--- src/rtl/sum_scheduler_if.sv ---
// Bundle of the requester-side and datapath-side signals of sum_scheduler.
// master: the scheduler itself. slave: the surrounding clients plus datapath.
interface sum_scheduler_if #(
  parameter int NREQ = 4
);
  logic [NREQ-1:0]   req;
  logic [8*NREQ-1:0] req_N;
  logic [NREQ-1:0]   gnt;
  logic [NREQ-1:0]   done;
  logic [17:0]       result;
  logic              err;
  logic              busy;
  logic [7:0]        dp_N;
  logic              dp_N_valid;
  logic [17:0]       dp_Sum_out;
  logic              dp_Sum_valid;

  modport master (
    input  req, req_N, dp_Sum_out, dp_Sum_valid,
    output gnt, done, result, err, busy, dp_N, dp_N_valid
  );

  modport slave (
    output req, req_N, dp_Sum_out, dp_Sum_valid,
    input  gnt, done, result, err, busy, dp_N, dp_N_valid
  );
endinterface

--- src/rtl/sum_scheduler.sv ---
// Round-robin scheduler sharing one sum-of-naturals datapath between NREQ
// requesters. N==0 is answered locally; a watchdog bounds the RUN state.
// Optional macro SUM_CHECK_EN: cross-check the datapath sum against
// N*(N+1)/2 and flag a mismatch on err (result still returns dp_Sum_out).
module sum_scheduler #(
  parameter int NREQ     = 4,
  parameter int WD_LIMIT = 260
) (
  input logic             Clk,
  input logic             Rst,
  sum_scheduler_if.master bus
);
  localparam int IW = (NREQ > 1) ? $clog2(NREQ) : 1;
  localparam int WW = $clog2(WD_LIMIT);

  localparam logic [1:0] ST_IDLE = 2'd0;
  localparam logic [1:0] ST_LOAD = 2'd1;
  localparam logic [1:0] ST_RUN  = 2'd2;
  localparam logic [1:0] ST_RESP = 2'd3;

  logic [1:0]      state_reg;
  logic [IW-1:0]   ptr_reg;
  logic [IW-1:0]   idx_reg;
  logic [NREQ-1:0] gnt_reg;
  logic [NREQ-1:0] done_reg;
  logic [17:0]     result_reg;
  logic            err_reg;
  logic            busy_reg;
  logic [7:0]      dp_n_reg;
  logic            dp_n_valid_reg;
  logic [WW-1:0]   wd_cnt_reg;

  // Rotated arbitration view: candidate gi is requester (ptr + gi) mod NREQ
  logic [IW:0]     cand_sum [NREQ];
  logic [IW-1:0]   cand_idx [NREQ];
  logic [NREQ-1:0] cand_hit;
  logic [IW-1:0]   sel_idx;
  logic            any_req;
  logic [NREQ-1:0] sel_onehot;
  logic [7:0]      sel_n;
  logic [IW-1:0]   ptr_next;
  logic            sum_mismatch;

  genvar gi;
  generate
    for (gi = 0; gi < NREQ; gi++) begin : g_cand
      assign cand_sum[gi] = {1'b0, ptr_reg} + (IW+1)'(gi);
      assign cand_idx[gi] = (cand_sum[gi] >= (IW+1)'(NREQ))
                            ? IW'(cand_sum[gi] - (IW+1)'(NREQ))
                            : cand_sum[gi][IW-1:0];
      assign cand_hit[gi] = bus.req[cand_idx[gi]];
      assign sel_onehot[gi] = (sel_idx == IW'(gi));
    end
  endgenerate

  // First requester at or after the pointer wins (lowest rotated offset)
  always_comb begin
    sel_idx = '0;
    any_req = 1'b0;
    for (int i = NREQ - 1; i >= 0; i--) begin
      if (cand_hit[i]) begin
        sel_idx = cand_idx[i];
        any_req = 1'b1;
      end
    end
  end

  assign sel_n    = bus.req_N[{sel_idx, 3'b000} +: 8];
  assign ptr_next = (idx_reg == IW'(NREQ - 1)) ? '0 : idx_reg + IW'(1);

`ifdef SUM_CHECK_EN
  logic [16:0] chk_prod;
  logic [17:0] chk_expect;
  assign chk_prod     = {9'd0, dp_n_reg} * ({9'd0, dp_n_reg} + 17'd1);
  assign chk_expect   = 18'(chk_prod >> 1);
  assign sum_mismatch = (chk_expect != bus.dp_Sum_out);
`else
  assign sum_mismatch = 1'b0;
`endif

  // Scheduler FSM: accept, load pulse, wait with watchdog, respond
  always_ff @(posedge Clk) begin
    if (Rst) begin
      state_reg      <= ST_IDLE;
      ptr_reg        <= '0;
      idx_reg        <= '0;
      gnt_reg        <= '0;
      done_reg       <= '0;
      result_reg     <= '0;
      err_reg        <= 1'b0;
      busy_reg       <= 1'b0;
      dp_n_reg       <= '0;
      dp_n_valid_reg <= 1'b0;
      wd_cnt_reg     <= '0;
    end else begin
      case (state_reg)
        ST_IDLE: begin
          if (any_req) begin
            idx_reg  <= sel_idx;
            gnt_reg  <= sel_onehot;
            busy_reg <= 1'b1;
            dp_n_reg <= sel_n;
            if (sel_n == 8'd0) begin
              result_reg <= '0;
              err_reg    <= 1'b0;
              done_reg   <= sel_onehot;
              state_reg  <= ST_RESP;
            end else begin
              dp_n_valid_reg <= 1'b1;
              state_reg      <= ST_LOAD;
            end
          end
        end
        ST_LOAD: begin
          dp_n_valid_reg <= 1'b0;
          wd_cnt_reg     <= '0;
          state_reg      <= ST_RUN;
        end
        ST_RUN: begin
          if (bus.dp_Sum_valid) begin
            result_reg <= bus.dp_Sum_out;
            err_reg    <= sum_mismatch;
            done_reg   <= gnt_reg;
            state_reg  <= ST_RESP;
          end else if (wd_cnt_reg == WW'(WD_LIMIT - 1)) begin
            result_reg <= '0;
            err_reg    <= 1'b1;
            done_reg   <= gnt_reg;
            state_reg  <= ST_RESP;
          end else begin
            wd_cnt_reg <= wd_cnt_reg + WW'(1);
          end
        end
        default: begin
          done_reg   <= '0;
          err_reg    <= 1'b0;
          gnt_reg    <= '0;
          busy_reg   <= 1'b0;
          wd_cnt_reg <= '0;
          ptr_reg    <= ptr_next;
          state_reg  <= ST_IDLE;
        end
      endcase
    end
  end

  assign bus.gnt        = gnt_reg;
  assign bus.done       = done_reg;
  assign bus.result     = result_reg;
  assign bus.err        = err_reg;
  assign bus.busy       = busy_reg;
  assign bus.dp_N       = dp_n_reg;
  assign bus.dp_N_valid = dp_n_valid_reg;
endmodule
--- src/flat_wrapper.sv ---
// flat-port wrapper written by rule: the top's interface ports become plain ports
module sum_scheduler_flat 
#(
  parameter int NREQ     = 4,
  parameter int WD_LIMIT = 260
)
  (Clk, Rst, bus_req, bus_req_N, bus_dp_Sum_out, bus_dp_Sum_valid, bus_gnt, bus_done, bus_result, bus_err, bus_busy, bus_dp_N, bus_dp_N_valid);
  sum_scheduler_if #(.NREQ(NREQ)) bus_i ();
  input logic Clk;
  input logic Rst;
  input wire logic [$bits(bus_i.req)-1:0] bus_req;
  input wire logic [$bits(bus_i.req_N)-1:0] bus_req_N;
  input wire logic [$bits(bus_i.dp_Sum_out)-1:0] bus_dp_Sum_out;
  input wire logic [$bits(bus_i.dp_Sum_valid)-1:0] bus_dp_Sum_valid;
  output wire logic [$bits(bus_i.gnt)-1:0] bus_gnt;
  output wire logic [$bits(bus_i.done)-1:0] bus_done;
  output wire logic [$bits(bus_i.result)-1:0] bus_result;
  output wire logic [$bits(bus_i.err)-1:0] bus_err;
  output wire logic [$bits(bus_i.busy)-1:0] bus_busy;
  output wire logic [$bits(bus_i.dp_N)-1:0] bus_dp_N;
  output wire logic [$bits(bus_i.dp_N_valid)-1:0] bus_dp_N_valid;
  assign bus_i.req = bus_req;
  assign bus_i.req_N = bus_req_N;
  assign bus_i.dp_Sum_out = bus_dp_Sum_out;
  assign bus_i.dp_Sum_valid = bus_dp_Sum_valid;
  assign bus_gnt = bus_i.gnt;
  assign bus_done = bus_i.done;
  assign bus_result = bus_i.result;
  assign bus_err = bus_i.err;
  assign bus_busy = bus_i.busy;
  assign bus_dp_N = bus_i.dp_N;
  assign bus_dp_N_valid = bus_i.dp_N_valid;
  sum_scheduler #(.NREQ(NREQ), .WD_LIMIT(WD_LIMIT)) u_core (.Clk(Clk), .Rst(Rst), .bus(bus_i));
endmodule
--- config.mk ---
export PLATFORM = sky130hd
export DESIGN_NAME = sum_scheduler_flat
export DESIGN_NICKNAME = d
export VERILOG_FILES = /design/src/rtl/sum_scheduler_if.sv /design/src/rtl/sum_scheduler.sv /design/src/flat_wrapper.sv
export SDC_FILE = /design/constraint.sdc
export NUM_CORES = 1
export LEC_CHECK = 0
export CORE_ASPECT_RATIO = 1.25
export CORE_MARGIN = 3
export CORE_UTILIZATION = 64
export CTS_BUF_LIST = sky130_fd_sc_hd__clkbuf_4 sky130_fd_sc_hd__clkbuf_8 sky130_fd_sc_hd__clkbuf_16
export DETAILED_ROUTE_END_ITERATION = 8
export DONT_BUFFER_PORTS = 1
export PLACE_DENSITY_LB_ADDON = 0.25
export RECOVER_POWER = 50
export REMOVE_ABC_BUFFERS = 1
export SYNTH_ARGS = -nofsm -noshare
export SYNTH_HDL_FRONTEND = slang
export SYNTH_SLANG_ARGS = --single-unit
--- constraint.sdc ---
create_clock -name Clk -period 7.6 [get_ports Clk]
set_input_delay 1.14 -clock Clk [delete_from_list [all_inputs] [get_ports Clk]]
set_output_delay 1.14 -clock Clk [all_outputs]
set_load 0.1 [all_outputs]
# Word level (Yosys, flattened, before mapping)
# Index checks and enable logic that the tools add are counted.
# classes
n_addsub,9
multipliers,0
div,0
order_cmp,8
eq_ne,13
shift,1
muxes,51
n_bitwise,3
n_reduce_logical,14
# op_table
op,count
$mux W18,4
$pmux W18 S2,1
$shiftx A32 B6 Y8,1
$mux W2,13
$mux W4,5
$mux W9,2
$pmux W9 S2,1
$mux W1,15
$lt A2 B3 Y1 const B,4
$pmux W4 S3,1
$add A9 B1 Y9 const B,1
$eq A9 B9 Y1 const B,1
$ge A3 B3 Y1 const B,3
$bmux W1 S2,4
$eq A2 B2 Y1 const B,4
$logic_not A8 Y1,1
$pmux W4 S2,1
$reduce_and A4 Y1,2
$sub A2 B1 Y2 const B,4
$add A2 B2 Y3 const B,2
$ne A2 B2 Y1 const B,3
$pmux W2 S3,1
$reduce_and A2 Y1,3
$reduce_and A3 Y1,2
13 further kinds,20
# word_totals
reg_bits,52
latch_bits,0
ram_bits,0
rom_bits,0
wordCells,110
memories,0

# Logic depth before layout (Yosys ltp)
# Gate-level depths: netlist (run 1).
# logic_depth
ltp_word,14
depth_mapped,12

# Worst setup path after synthesis (run 1)
# OpenSTA, ideal clock, no wires.
# synth_path
kind,input -> register
startpoint,input port bus_req[0]
endpoint,register u_core.result_reg[0] (netlist: u_core.bus.result[0])
t_arrival_ps,3046
path_slack_ps,4437
path_stages,11
n_path_buf,2
path_cell_list,nor2b_2 > a21oi_1 > nor2_1 > a211oi_4 > buf_4 > mux2_2 > nand4_4 > o31ai_1 > and3_1 > buf_6 > a32o_1
# synth_between
elab_chain_len,10
word_cells_on_any_way,21
# synth_lines
element,line,rtl
start: declaration,flat_wrapper.sv:11,input wire logic [$bits(bus_i.req)-1:0] bus_req;
$bmux W1 S2,sum_scheduler.sv:51,assign cand_hit[gi] = bus.req[cand_idx[gi]];
$mux W1 (not written as such),sum_scheduler.sv:51,
$mux W2 (4 in series),sum_scheduler.sv:61,if (cand_hit[i]) begin
$shiftx A32 B6 Y8,sum_scheduler.sv:68,"assign sel_n = bus.req_N[{sel_idx, 3'b000} +: 8];"
$logic_not A8 Y1,sum_scheduler.sv:103,if (sel_n == 8'd0) begin
$ne A2 B1 Y1 (no line),--,
$reduce_and A4 Y1 (no line) (*),--,
end signal: assignment,sum_scheduler.sv:121,result_reg <= bus.dp_Sum_out;
end: declaration,sum_scheduler.sv:26,logic [17:0] result_reg;
# Every way passes the cells marked *; elsewhere a longest branch is shown, timed or not. The select of a mux whose other input is x is not followed.
# A chain may end at the register's enable or synchronous reset.

# Final worst setup path (run 1)
# layout_path
startpoint,input port bus_req[0]
endpoint,register u_core.result_reg[12] (netlist: u_core.bus.result[12])
# The elaborated chain is that of the path after synthesis.

==> results of run 1 <==
layer usage:
metal | vias up | global-route usage
met1 | 1094 | 0.305
li1 | 1134 | -
met5 | - | 0
met4 | 0 | 0.102
met2 | 103 | 0.412
met3 | 16 | 0.0783
cell type report:
| type | count | share of cell area |
|---|---|---|
| multi-input combinational | 236 | 0.562 |
| timing repair buffer | 2 | 0.00399 |
| clock inverter | 1 | 0.00177 |
| sequential | 52 | 0.368 |
| inverter | 9 | 0.0120 |
| clock buffer | 6 | 0.0270 |
| tap | 56 | 0.0248 |
through the flow:
stage          instance area [um2]  worst slack, ns   util
2_1_floorplan                 2680             4.35      -
3_3_place_gp                  2770             4.08  0.660
3_5_place_dp                  2770             3.91  0.660
4_1_cts                       2850             4.25  0.679
5_1_grt                       2830             3.15  0.673
6_report                      2830             3.37  0.673
power by group:
part / internal, mW / switching [mW]
logic: 0.115 / 0.204
registers: 0.317 / 0.300
clock network: 0.0664 / 0.0874
total: 0.498 / 0.592
worst paths after layout:
| path | start | end | slack, ns | depth (start not counted) |
|---|---|---|---|---|
| worst max register to register | u_core.ptr_reg[0] | u_core.bus.result[12] | 3.84 | 9 |
| worst max-delay path | bus_req[0] | u_core.bus.result[12] | 3.37 | 9 |
| worst min-delay path | u_core.state_reg[0] | u_core.state_reg[0] | 0.50 | 2 |
| worst min register to register | u_core.state_reg[0] | u_core.state_reg[0] | 0.50 | 2 |
cell families after synthesis:
kind of cell | share of synthesized area
simple gates | 0.188
compound gates | 0.229
flops | 0.364
buf+inv | 0.0745
mux | 0.106
fa+ha+maj | 0.0263
xor+xnor | 0.0123
worst max-delay path: cells and delay by family:
family	cells	cell delay, ns
AO/OA/AOI/OAI	4	2.09
AND/OR/NAND/NOR	4	0.74
multiplexers	1	0.45
placed cells by master (no fill, tap or decap), types with 3 or more instances in the layout:
cell type / netlist / layout
nor2b_1: 10 / 11
a22oi_1: 5 / 5
mux2_2: 9 / 9
mux2i_1: 20 / 20
inv_1: 9 / 9
a211oi_1: 3 / 4
a32o_1: 12 / 12
xor2_1: 4 / 4
a21oi_1: 29 / 29
o22ai_1: 9 / 9
clkbuf_8: 5 / 5
o21ai_0: 5 / 5
dfxtp_1: 52 / 52
nand2_1: 19 / 19
nor2_1: 52 / 52
ha_1: 6 / 6
or3_1: 4 / 4
a41oi_1: 8 / 8
nand4_1: 3 / 3
==> out/metrics.csv, run 1 <==
metric,value,unit
outcome,"finished, violations left",
violations in the final reports,"max-capacitance violations, max-slew violations",
arrival time of the worst setup path,4.42,ns
TritonCTS Buffers,5,
first-pass GRT wire length,10400,um
worst slew margin relative to its limit,-0.293,
count of buffers added by post-CTS timing repair for setup,0,
Die Area,5310,um2
detailed-route vias per instance,6.48,
CTS H-tree lvls,2,
"Avg Cell Area, Syn",8.95,um2
initial drt markers,192,
path class of the lowest-slack min-delay path,flip-flop to flip-flop,
unrepaired setup endpoints after global routing,no,
number of antenna cells inserted,0,
measured slew at the worst slew-check pin,1.93,ns
register area,1040,um2
pwr/cell area,386,nW/um2
maximum number of pins on one net before global-route repair,37,
critical path data required time,7.79,ns
maximum clock skew at final layout,0.00919,ns
largest area contributor in the netlist,dfxtp_1,
Starting Density,0.681,
routed via count,2347,
number of buffers inserted by port buffering,0,
fraction of the cycle the final worst path needs,0.557,
number of antenna-violating nets in the routed design,0,
Layout area overhead,-1.10,%
TritonCTS clock tree,done,
Critical Path Fanout Max,15,
# IOs,94,
clock net sink count,52,
proportion of layout cells with a drive suffix above 1,0.0915,
Pleak,1.01,nW
worst hold margin,0.500,ns
dpl hpwl,4630,um
WL met2,3220,um
routed length per placed instance,17.8,um
Setup crit end kind,flip-flop,
Max Slew Vio Count,16,
library cells used by synthesis,52,
total overflow reported by the global router,0,
Clock Root Buffer,clkbuf_8,
number of max-cap violations,1,
drt first pass iters,4,
largest stage delay on the critical path,1.51,ns
YS warnings,0,
CTS max path bufs,2,
count of flip-flops with a built-in enable after synthesis,0,
sum of negative setup slack,0,ns
post-layout power,1.09,mW
critical path's slowest cell,a211oi_1,
async set-reset flop share out of synthesis,0,
Yosys reg bits,52,
final estimated routing congestion in global placement,0.787,
routed wl met3,535,um
Worst-path clk slew,0.09,ns
Finished Layout Cells,362,
initial antenna violation count,0,
num rows,26,
post-synth design cell area,2860,um2
die height,80.7,um
fraction of the yosys area taken by sequential cells,0.364,
filler instances,373,
classification of the worst setup path,primary input to flip-flop,
worst ir drop on vdd,0.000279,V
highest achievable clock rate,236,MHz
critical-path cell list,nor2b_1 -> a21oi_1 -> nor2_1 -> a211oi_1 -> mux2_2 -> nand4_4 -> o21ai_4 -> and2_1 -> o22ai_1,
cells resized by post-CTS repair,0,
area occupied by multi-input gates,1590,um2
WL final,6460,um
top cell types by occurrence after synthesis,"dfxtp_1 (52), nor2_1 (52), a21oi_1 (29)",
flip-flop count of the largest register after layout,18,
Total Nets Final,369,
share of Yosys cell area claimed by the top area cell type,0.364,
Die X-Extent,65.8,um
topmost layer with routed signal wires,met4,
Final setup viols,0,
Post-CTS Hold Buffers,0,
Mapped Cells,319,
drc violations,0,
Setup crit start kind,primary input,
total instance count after detailed placement,355,
top cells by area in the synthesized netlist,"dfxtp_1 (36%), mux2i_1 (7.0%), nor2_1 (6.8%)",
worst-skew pair later-pin latency,0.31,ns
final critical delay including setup and external delays,4.23,ns
core area,4200,um2
wl on met1,2570,um
final count of hold timing violations,0,
vias in the first global route,2260,
dominant synthesized flop cell,dfxtp_1,
All-Layer GR Usage,0.253,
No activity file was read; power rests on OpenSTA's default activity.
==> run 2, diff against run 1 <==
--- a/config.mk
+++ b/config.mk
@@ -7,7 +7,7 @@
 export LEC_CHECK = 0
 export CORE_ASPECT_RATIO = 1.25
 export CORE_MARGIN = 3
-export CORE_UTILIZATION = 64
+export CORE_UTILIZATION = 57
 export CTS_BUF_LIST = sky130_fd_sc_hd__clkbuf_4 sky130_fd_sc_hd__clkbuf_8 sky130_fd_sc_hd__clkbuf_16
 export DETAILED_ROUTE_END_ITERATION = 8
 export DONT_BUFFER_PORTS = 1
==> constraint.sdc (replaced) <==
create_clock -name Clk -period 3.8 [get_ports Clk]
set_input_delay 0.57 -clock Clk [delete_from_list [all_inputs] [get_ports Clk]]
set_output_delay 0.57 -clock Clk [all_outputs]
set_load 0.1 [all_outputs]
==> run 2 against run 1 <==
Net effect: the run now ends clean; combinational power up 97%; routed wire length down 4.2%; clock power grew to 2.6 times the previous value; register-to-register slack lost 2.9 ns; final area is 1.9% higher; utilization is 7.3 points lower; sequential power is 99% higher; largest cell class unchanged.
==> out/metrics.csv, run 2 (synthesis results as in run 1) <==
metric,value,unit
cell family with most CP delay,compound AO/OA/AOI/OAI gates,
maximum clock skew at final layout,0.00835,ns
Die X-Extent,69.3,um
# IOs,94,
Die Area,5900,um2
Critical Path Fanout Max,25,
worst-skew pair later-pin latency,0.31,ns
num rows,28,
first-pass GRT wire length,10600,um
Clock Root Buffer,clkbuf_8,
die height,85.1,um
number of antenna-violating nets in the routed design,0,
Worst-path clk slew,0.10,ns
arrival time of the worst setup path,3.06,ns
Layout area overhead,0.788,%
Net Sw Frac,0.529,
Setup crit start kind,flip-flop,
count of buffers added by post-CTS timing repair for setup,0,
flip-flop count of the largest register after layout,18,
final critical delay including setup and external delays,2.88,ns
total number of cells along the worst setup path,9,
filler instances,421,
outcome,"complete, no violations",
detailed-route vias per instance,6.13,
worst ir drop on vdd,0.000517,V
fraction of the cycle the final worst path needs,0.757,
switching power,1.19,mW
highest achievable clock rate,348,MHz
final count of hold timing violations,0,
initial drt markers,98,
Max Slew Vio Count,0,
number of cells on the worst hold path,1,
clock net sink count,52,
TritonCTS clock tree,done,
Starting Density,0.595,
classification of the worst setup path,flip-flop to flip-flop,
number of buffer and inverter instances along the worst setup path,0,
area occupied by multi-input gates,1610,um2
CTS max path bufs,2,
CTS H-tree lvls,2,
combinational share of power,0.278,
dpl hpwl,4320,um
TritonCTS Buffers,5,
Total Nets Final,368,
largest stage delay on the critical path,0.58,ns
Post-CTS Hold Buffers,0,
All-Layer GR Usage,0.217,
number of max-cap violations,0,
worst slew margin relative to its limit,0.279,
final estimated routing congestion in global placement,0.739,
unrepaired setup endpoints after global routing,no,
path class of the lowest-slack min-delay path,primary input to flip-flop,
Setup crit end kind,flip-flop,
drt first pass iters,4,
number of antenna cells inserted,0,
critical path's slowest cell,o22a_2,
power share of the sequential group,0.546,
proportion of layout cells with a drive suffix above 1,0.101,
number of buffers inserted by port buffering,0,
cells resized by post-CTS repair,0,
share of total power in the clock network,0.176,
maximum number of pins on one net before global-route repair,37,
WL final,6180,um
measured slew at the worst slew-check pin,1.08,ns
register area,1040,um2
vias in the first global route,2220,
Pleak,1.03,nW
critical-path cell list,a21o_1 -> a21oi_1 -> o22a_2 -> mux2i_1 -> mux2_2 -> nand4_4 -> o21ai_4 -> and2_1 -> o22ai_1,
"commonest non-fill, non-tap cells in the layout","nor2_1 (52), dfxtp_1 (52), a21oi_1 (29)",
Cell Int Power,1.06,mW
routed length per placed instance,16.9,um
number of cells traversed by the worst register-to-register path,9,
drc violations,0,
worst hold margin,0.328,ns
pwr/cell area,784,nW/um2
initial antenna violation count,0,
Final setup viols,0,
core area,4800,um2
sum of negative setup slack,0,ns
critical path data required time,3.99,ns
routed via count,2243,
total overflow reported by the global router,0,
==> run 2: cell count changes in the layout (fill, tap and decap cells not counted) <==
cell and delta:
nor4_1 -1, nor4_2 +1, clkinv_2 -1, clkbuf_1 -1, a211oi_4 +1, a211oi_1 -1, inv_6 +1, bufinv_16 +1
==> run 2: final cells by class <==
type,count,area share
multi-input cells,236,0.558
inverters,9,0.0117
flip-flops and latches,52,0.362
clock inverters,2,0.0135
well taps,60,0.0261
clock buffers,6,0.0265
repair buffers,1,0.00261
==> run 2: per-stage QoR <==
step           worst slack [ns]  area [um2]  std cells   util  power [mW]
6_report                  0.925        2880        366  0.600        2.26
3_5_place_dp              0.757        2770        358  0.576        1.87
5_1_grt                   0.673        2880        366  0.600        2.38
2_1_floorplan              1.12        2680        297      -        1.72
3_3_place_gp              0.829        2770        358  0.576        1.85
4_1_cts                   0.931        2880        366  0.600        2.26
==> run 2: path summary, 6_finish.rpt <==
check        slack [ns]               endpoint         startpoint
min                0.33     u_core.bus.done[1]                Rst
max                0.92  u_core.bus.result[13]  u_core.ptr_reg[1]
max reg2reg        0.92  u_core.bus.result[13]  u_core.ptr_reg[1]
min reg2reg        0.49      u_core.idx_reg[0]  u_core.idx_reg[0]
==> run 2: per-layer routing <==
layer  vias to the layer above  part of all wire  GRT usage
met5                         -                 0          0
li1                       1131                 -          -
met1                      1046              0.43      0.268
met3                         5             0.078     0.0758
met2                        61              0.49      0.365
met4                         0            0.0079     0.0533
==> run 2: power groups by stage <==
stage               clock (mW)  sequential, mW  combinational, mW
global route             0.423            1.25              0.708
global placement             0            1.24              0.609
detailed placement           0            1.25              0.624
CTS                      0.401            1.23              0.627
floorplan                    0            1.22              0.504
finish                   0.398            1.23              0.628
